--- src/rtl/rv32i_pkg.sv ---
// ---------------------------------------------------------------------------
// rv32i_pkg
// Shared definitions for the RV32I front end: the fetch FSM state encoding
// and constants used by the PC / fetch logic.
// ---------------------------------------------------------------------------
package rv32i_pkg;

  // Fetch FSM states, encoded explicitly so every consumer agrees
  typedef enum logic [1:0] {
    FETCH = 2'd0,
    VALID = 2'd1,
    TRAP  = 2'd2
  } fetch_state_t;

  // addi x0, x0, 0 -- presented to decode while no real instruction is held
  localparam logic [31:0] NOP_INSTR        = 32'h0000_0013;
  localparam logic [31:0] PC_STEP          = 32'd4;
  localparam logic [31:0] DEFAULT_RESET_PC = 32'h0000_0000;

endpackage : rv32i_pkg

--- src/rtl/pc_reg.sv ---
// ---------------------------------------------------------------------------
// pc_reg
// XLEN-wide program counter register with synchronous active-high reset
// to RESET_PC and a load enable.
// Ports:
//   i_clk   - clock, rising edge
//   i_rst   - synchronous active-high reset (priority over load)
//   i_load  - load i_d into the register
//   i_d     - value to load
//   o_q     - current register value
// ---------------------------------------------------------------------------
module pc_reg
  import rv32i_pkg::*;
#(
  parameter int          XLEN     = 32,
  parameter logic [31:0] RESET_PC = DEFAULT_RESET_PC
) (
  input  logic            i_clk,
  input  logic            i_rst,
  input  logic            i_load,
  input  logic [XLEN-1:0] i_d,
  output logic [XLEN-1:0] o_q
);

  logic [XLEN-1:0] r_q;

  // PC storage: reset wins, otherwise load when enabled
  always_ff @(posedge i_clk) begin
    if (i_rst) begin
      r_q <= RESET_PC;
    end else if (i_load) begin
      r_q <= i_d;
    end else begin
      r_q <= r_q;
    end
  end

  assign o_q = r_q;

endmodule : pc_reg

--- src/rtl/pc_fetch.sv ---
// ---------------------------------------------------------------------------
// pc_fetch
// Holds the architectural PC, fetches the instruction at that PC through a
// req/ready handshake and presents it to decode with a valid/ack handshake.
// An accepted next PC that is not word aligned raises a sticky misaligned
// flag and parks the fetch unit in TRAP until reset.
// Ports:
//   i_clk, i_rst      - clock and synchronous active-high reset
//   i_next_pc         - next PC from the next-PC mux
//   o_pc, o_pc_plus4  - current PC and PC + 4 (combinational)
//   o_imem_req/addr   - fetch request and address (address == o_pc)
//   i_imem_ready/rdata- memory response, sampled only while o_imem_req=1
//   o_instr/valid     - registered instruction and its valid flag
//   i_instr_ack       - decode consumed o_instr, i_next_pc is valid
//   i_stall           - hold the current instruction, blocks PC update
//   o_misaligned      - sticky misaligned-next-PC flag
// ---------------------------------------------------------------------------
module pc_fetch
  import rv32i_pkg::*;
#(
  parameter logic [31:0] RESET_PC = DEFAULT_RESET_PC,
  parameter int          XLEN     = 32
) (
  input  logic            i_clk,
  input  logic            i_rst,
  input  logic [XLEN-1:0] i_next_pc,
  output logic [XLEN-1:0] o_pc,
  output logic [XLEN-1:0] o_pc_plus4,
  output logic            o_imem_req,
  output logic [XLEN-1:0] o_imem_addr,
  input  logic            i_imem_ready,
  input  logic [31:0]     i_imem_rdata,
  output logic [31:0]     o_instr,
  output logic            o_instr_valid,
  input  logic            i_instr_ack,
  input  logic            i_stall,
  output logic            o_misaligned
);

  fetch_state_t    r_state;
  logic            r_imem_req;
  logic            r_instr_valid;
  logic            r_misaligned;
  logic [31:0]     r_instr;
  logic [XLEN-1:0] w_pc;
  logic            w_pc_load;
  logic            w_accept;

  // An ack is accepted only while an instruction is held and not stalled
  assign w_accept  = (r_state == VALID) && i_instr_ack && !i_stall;
  assign w_pc_load = w_accept;

  pc_reg #(
    .XLEN     (XLEN),
    .RESET_PC (RESET_PC)
  ) u_pc_reg (
    .i_clk  (i_clk),
    .i_rst  (i_rst),
    .i_load (w_pc_load),
    .i_d    (i_next_pc),
    .o_q    (w_pc)
  );

  // Fetch FSM with registered handshake outputs, instr register and trap flag
  always_ff @(posedge i_clk) begin
    if (i_rst) begin
      r_state       <= FETCH;
      r_imem_req    <= 1'b0;
      r_instr_valid <= 1'b0;
      r_misaligned  <= 1'b0;
      r_instr       <= NOP_INSTR;
    end else begin
      case (r_state)
        FETCH: begin
          // ready only counts while the request is actually on the bus,
          // so the idle cycle after reset never captures stale data
          if (r_imem_req && i_imem_ready) begin
            r_instr       <= i_imem_rdata;
            r_state       <= VALID;
            r_imem_req    <= 1'b0;
            r_instr_valid <= 1'b1;
          end else begin
            r_state       <= FETCH;
            r_imem_req    <= 1'b1;
            r_instr_valid <= 1'b0;
          end
        end
        VALID: begin
          if (w_accept) begin
            r_instr_valid <= 1'b0;
            if (i_next_pc[1:0] == 2'b00) begin
              r_state    <= FETCH;
              r_imem_req <= 1'b1;
            end else begin
              r_state      <= TRAP;
              r_imem_req   <= 1'b0;
              r_misaligned <= 1'b1;
            end
          end else begin
            r_state       <= VALID;
            r_imem_req    <= 1'b0;
            r_instr_valid <= 1'b1;
          end
        end
        TRAP: begin
          r_state       <= TRAP;
          r_imem_req    <= 1'b0;
          r_instr_valid <= 1'b0;
          r_misaligned  <= 1'b1;
        end
        default: begin
          // Unreachable encoding: fall back to a quiet fetch restart
          r_state       <= FETCH;
          r_imem_req    <= 1'b0;
          r_instr_valid <= 1'b0;
        end
      endcase
    end
  end

  assign o_pc          = w_pc;
  assign o_pc_plus4    = w_pc + PC_STEP;  // wraps modulo 2^32
  assign o_imem_addr   = w_pc;
  assign o_imem_req    = r_imem_req;
  assign o_instr       = r_instr;
  assign o_instr_valid = r_instr_valid;
  assign o_misaligned  = r_misaligned;

endmodule : pc_fetch

--- config.mk ---
export PLATFORM = sky130hd
export DESIGN_NAME = pc_fetch
export DESIGN_NICKNAME = d
export VERILOG_FILES = /design/src/rtl/rv32i_pkg.sv /design/src/rtl/pc_reg.sv /design/src/rtl/pc_fetch.sv
export SDC_FILE = /design/constraint.sdc
export NUM_CORES = 1
export LEC_CHECK = 0
export ABC_CLOCK_PERIOD_IN_PS = 2800
export BUFFER_PORTS_ARGS = -buffer_cell sky130_fd_sc_hd__clkbuf_2
export CAP_MARGIN = 20
export CORE_MARGIN = 2
export CORE_UTILIZATION = 47
export DETAILED_ROUTE_END_ITERATION = 10
export GPL_TIMING_DRIVEN = 0
export PLACE_DENSITY = 0.93
export SLEW_MARGIN = 20
export SYNTH_ARGS = -nofsm -noshare
export SYNTH_HDL_FRONTEND = slang
export SYNTH_SLANG_ARGS = --single-unit
--- constraint.sdc ---
create_clock -name i_clk -period 2.8 [get_ports i_clk]
set_clock_uncertainty 0.05 [all_clocks]
set_input_delay 0.14 -clock i_clk [delete_from_list [all_inputs] [get_ports i_clk]]
set_output_delay 0.14 -clock i_clk [all_outputs]
set_load 0.005 [all_outputs]
==> flow_summary.json <==
{
  "outcome": "completed",
  "cp_slowest_cell": "dfxtp_1",
  "grt_pass1_vias": 3985,
  "hold_path_end": "u_pc_reg.o_q[29]$_SDFFE_PP0P_",
  "io_buffer_count": 198,
  "drt_iter0_drc": 206,
  "fmax_mhz": 423,
  "syn-cell-area_mm2": 0.00335,
  "ys_seq_area_share_pct": 41.3,
  "ys_types": 28,
  "r2r_cells": 7,
  "cts_root_buf": "clkbuf_8",
  "fp-row-count": 30,
  "report.final.slew_viol_count": 0,
  "path_class": "reg2out",
  "area_delta_synth_final_pct": 57.5,
  "grt_pass1_wl_um": 19100,
  "crit_path_end_kind": "primary output",
  "hp-class": "in2reg",
  "cts_buffers": 9,
  "vias": 4064,
  "power.density_mw_per_mm2": 406,
  "drt.antenna.violating_nets": 0,
  "async_reset_ff_share_pct": 0,
  "antenna_cells": 0,
  "yosys.area.top_type": "dfxtp_1",
  "via_per_inst": 5.09,
  "layout-drive-gt1-share_pct": 37.9,
  "fin_area_mm2": 0.00528,
  "cts_resized": 0,
  "hp-start": "i_next_pc[29]",
  "hold_viol_final": 0,
  "setup_tns_ns": 0,
  "clk_pin_slew_ns": 0.07,
  "setup_viol": 0,
  "ir_drop_v": 0.000338,
  "arrival_ns": 2.17,
  "dieArea_mm2": 0.00781,
  "drc": 0,
  "final_nets": 771,
  "netlist_instances": 426,
  "total_power_mw": 2.14,
  "routed_wl_um": 12700,
  "fp.coreArea_mm2": 0.00683,
  "first_pass_iters": 5,
  "cts_max_level": 3,
  "start_util_pct": 49.0,
  "power_frac_clock_pct": 35.5,
  "max_slew.worst_pin.slew_ns": 0.550,
  "wire_per_inst_um": 15.9,
  "critical_path.top_delay_family": "simple AND/OR/NAND/NOR gates",
  "min_period_ns": 2.36,
  "track_usage_pct": 31.7,
  "clkLatencyLatePin_ns": 0.34,
  "clockBufferDepth": 2,
  "critPathLaunchType": "register",
  "placed_cell_area_mm2": 0.00446,
  "drv_cap": 0,
  "path_max_fanout": 7,
  "gp_congestion": 0.815,
  "cts_sinks": 69,
  "syn_avg_cell_area_um2": 7.86,
  "antenna_found_initial": 0,
  "postLayoutSetupSlackWorst_ns": 0.437,
  "cts_tree": "yes",
  "ys.flop_type": "dfxtp_1",
  "pre_cts_ws_ns": 0.775,
  "slew_headroom_pct": 63.3,
  "power_leakage_nw": 2.52,
  "timing.rr.end": "o_instr[19]$_SDFFE_PP0P_",
  "synth_edf_count": 0,
  "cp_num_buf_inv": 1,
  "ys.warnings.count": 0,
  "post_cts_buffers": 0,
  "fin_crit_sh_pct": 84.4,
  "crit_path_max_incr_delay_ns": 0.44,
  "fp.dieH_um": 88.4,
  "ys_ff_latch": 69,
  "r2r_slack_ns": 0.86,
  "grt_max_degree": 12,
  "synth.area.top_cells": "dfxtp_1 (41%), nand2_1 (15%), a21oi_1 (9.6%), buf_4 (7.8%), xor2_1 (3.9%)",
  "crit_chain": "ha_1 -> and3_1 -> nand3_2 -> nor3_1 -> xor2_1 -> clkbuf_2",
  "hold_depth": 3,
  "hpwl_um": 7650,
  "mostFrequentLayoutCell": "clkbuf_2",
  "final_cell_mix": "clkbuf_2 (198), nand2_1 (137), dfxtp_1 (69)",
  "rsz0062_at_grt": "false",
  "die_x_um": 88.4,
  "synth.top_cell.area_share_pct": 41.3,
  "syn_nets": 499,
  "worst_ep_required_time_ns": 2.61,
  "overflow": 0,
  "pwr-share-seq_pct": 49.2,
  "num_io_pins": 200,
  "r2r-start": "r_state[1]$_SDFF_PP0_",
  "swShare_pct": 26.3,
  "switchingPower_uw": 563,
  "p_int_mw": 1.58,
  "pwr-share-comb_pct": 15.2
}
cell usage after synthesis (all sizes together), types with 5 or more instances:
cell / instances
a21oi: 64
inv: 8
xnor2: 13
nor2: 9
xor2: 15
nand3: 9
nand2: 138
clkbuf: 20
nor3: 8
and4: 5
nand4: 9
nor4: 8
dfxtp: 69
buf: 37
layer usage:
layer  vias up  GRT usage [%]  wire length (µm)
met5         -              0                 0
met4         0           12.8               267
met3        31           7.28              1220
met2       249           56.7              6430
met1      1877           36.6              4750
li1       1907              -                 -
worst reg2reg max path: cells and delay by family, from the launching register on:
| family | cells | cell delay [ns] |
|---|---|---|
| compound gates | 1 | 0.18 |
| flops | 1 | 0.34 |
| simple gates | 2 | 0.30 |
| fa+ha+maj | 1 | 0.18 |
| buf+inv | 3 | 0.81 |
registers in the layout, indices dropped and copies added (netlist names):
name,count
o_imem_req,1
o_instr,32
o_instr_valid,1
o_misaligned,1
r_state,2
u_pc_reg.o_q,32
cells by family after synthesis:
| logic type | after synthesis | share of synthesized area [%] |
|---|---|---|
| xor gates and xnor gates | 28 | 7.32 |
| adders and majority gates | 4 | 1.49 |
| DFF | 69 | 41.3 |
| AOI/OAI and AO/OA | 66 | 9.94 |
| buffers and inverters | 65 | 11.2 |
| and+or+nand+nor | 194 | 28.7 |
power by group through the flow:
stage | Sequential [mW] | Combinational (mW) | Clock (mW)
CTS | 1.05 | 0.305 | 0.772
floorplan | 1.07 | 0.107 | 0
global placement | 1.07 | 0.229 | 0
finish | 1.05 | 0.326 | 0.761
detailed placement | 1.07 | 0.235 | 0
global route | 1.06 | 0.351 | 0.811
timing repair:
action                                  4_1_cts  5_1_grt
endpoints found under the hold margin        63        0
endpoints found under the setup margin        0        0
hold buffers                                 63        0
layout make-up:
type / instances / area (µm²)
flip-flops and latches: 69 / 1380
repair buffers: 261 / 1620
fillers: 464 / 1560
inverters: 8 / 30.0
well taps: 96 / 120
multi-input cells: 292 / 1590
clock buffers: 12 / 165
clock inverters: 3 / 20.0
plain buffers: 57 / 347
through the flow:
stage / util, % / std cells / hold slack (ns)
finish: 77.2 / 798 / 0.00352
global route: 77.2 / 798 / 0.00962
CTS: 77.2 / 798 / 0.00136
detailed placement: 65.3 / 720 / 0.318
global placement: 65.3 / 720 / 0.300
floorplan: - / 426 / 0.214
worst max-delay path by stage:
| stage | start | to | cells past startpoint |
|---|---|---|---|
| 6_report | u_pc_reg.o_q[2]$_SDFFE_PP0P_ | o_pc_plus4[30] | 6 |
| 5_1_grt | u_pc_reg.o_q[2]$_SDFFE_PP0P_ | o_pc_plus4[30] | 6 |
| 4_1_cts | u_pc_reg.o_q[3]$_SDFFE_PP0P_ | o_pc_plus4[30] | 6 |
| 3_5_place_dp | u_pc_reg.o_q[3]$_SDFFE_PP0P_ | o_pc_plus4[30] | 6 |
| 3_3_place_gp | u_pc_reg.o_q[2]$_SDFFE_PP0P_ | o_pc_plus4[30] | 6 |
| 2_1_floorplan | u_pc_reg.o_q[2]$_SDFFE_PP0P_ | o_pc_plus4[26] | 5 |
(Power assumes the default switching activity.)
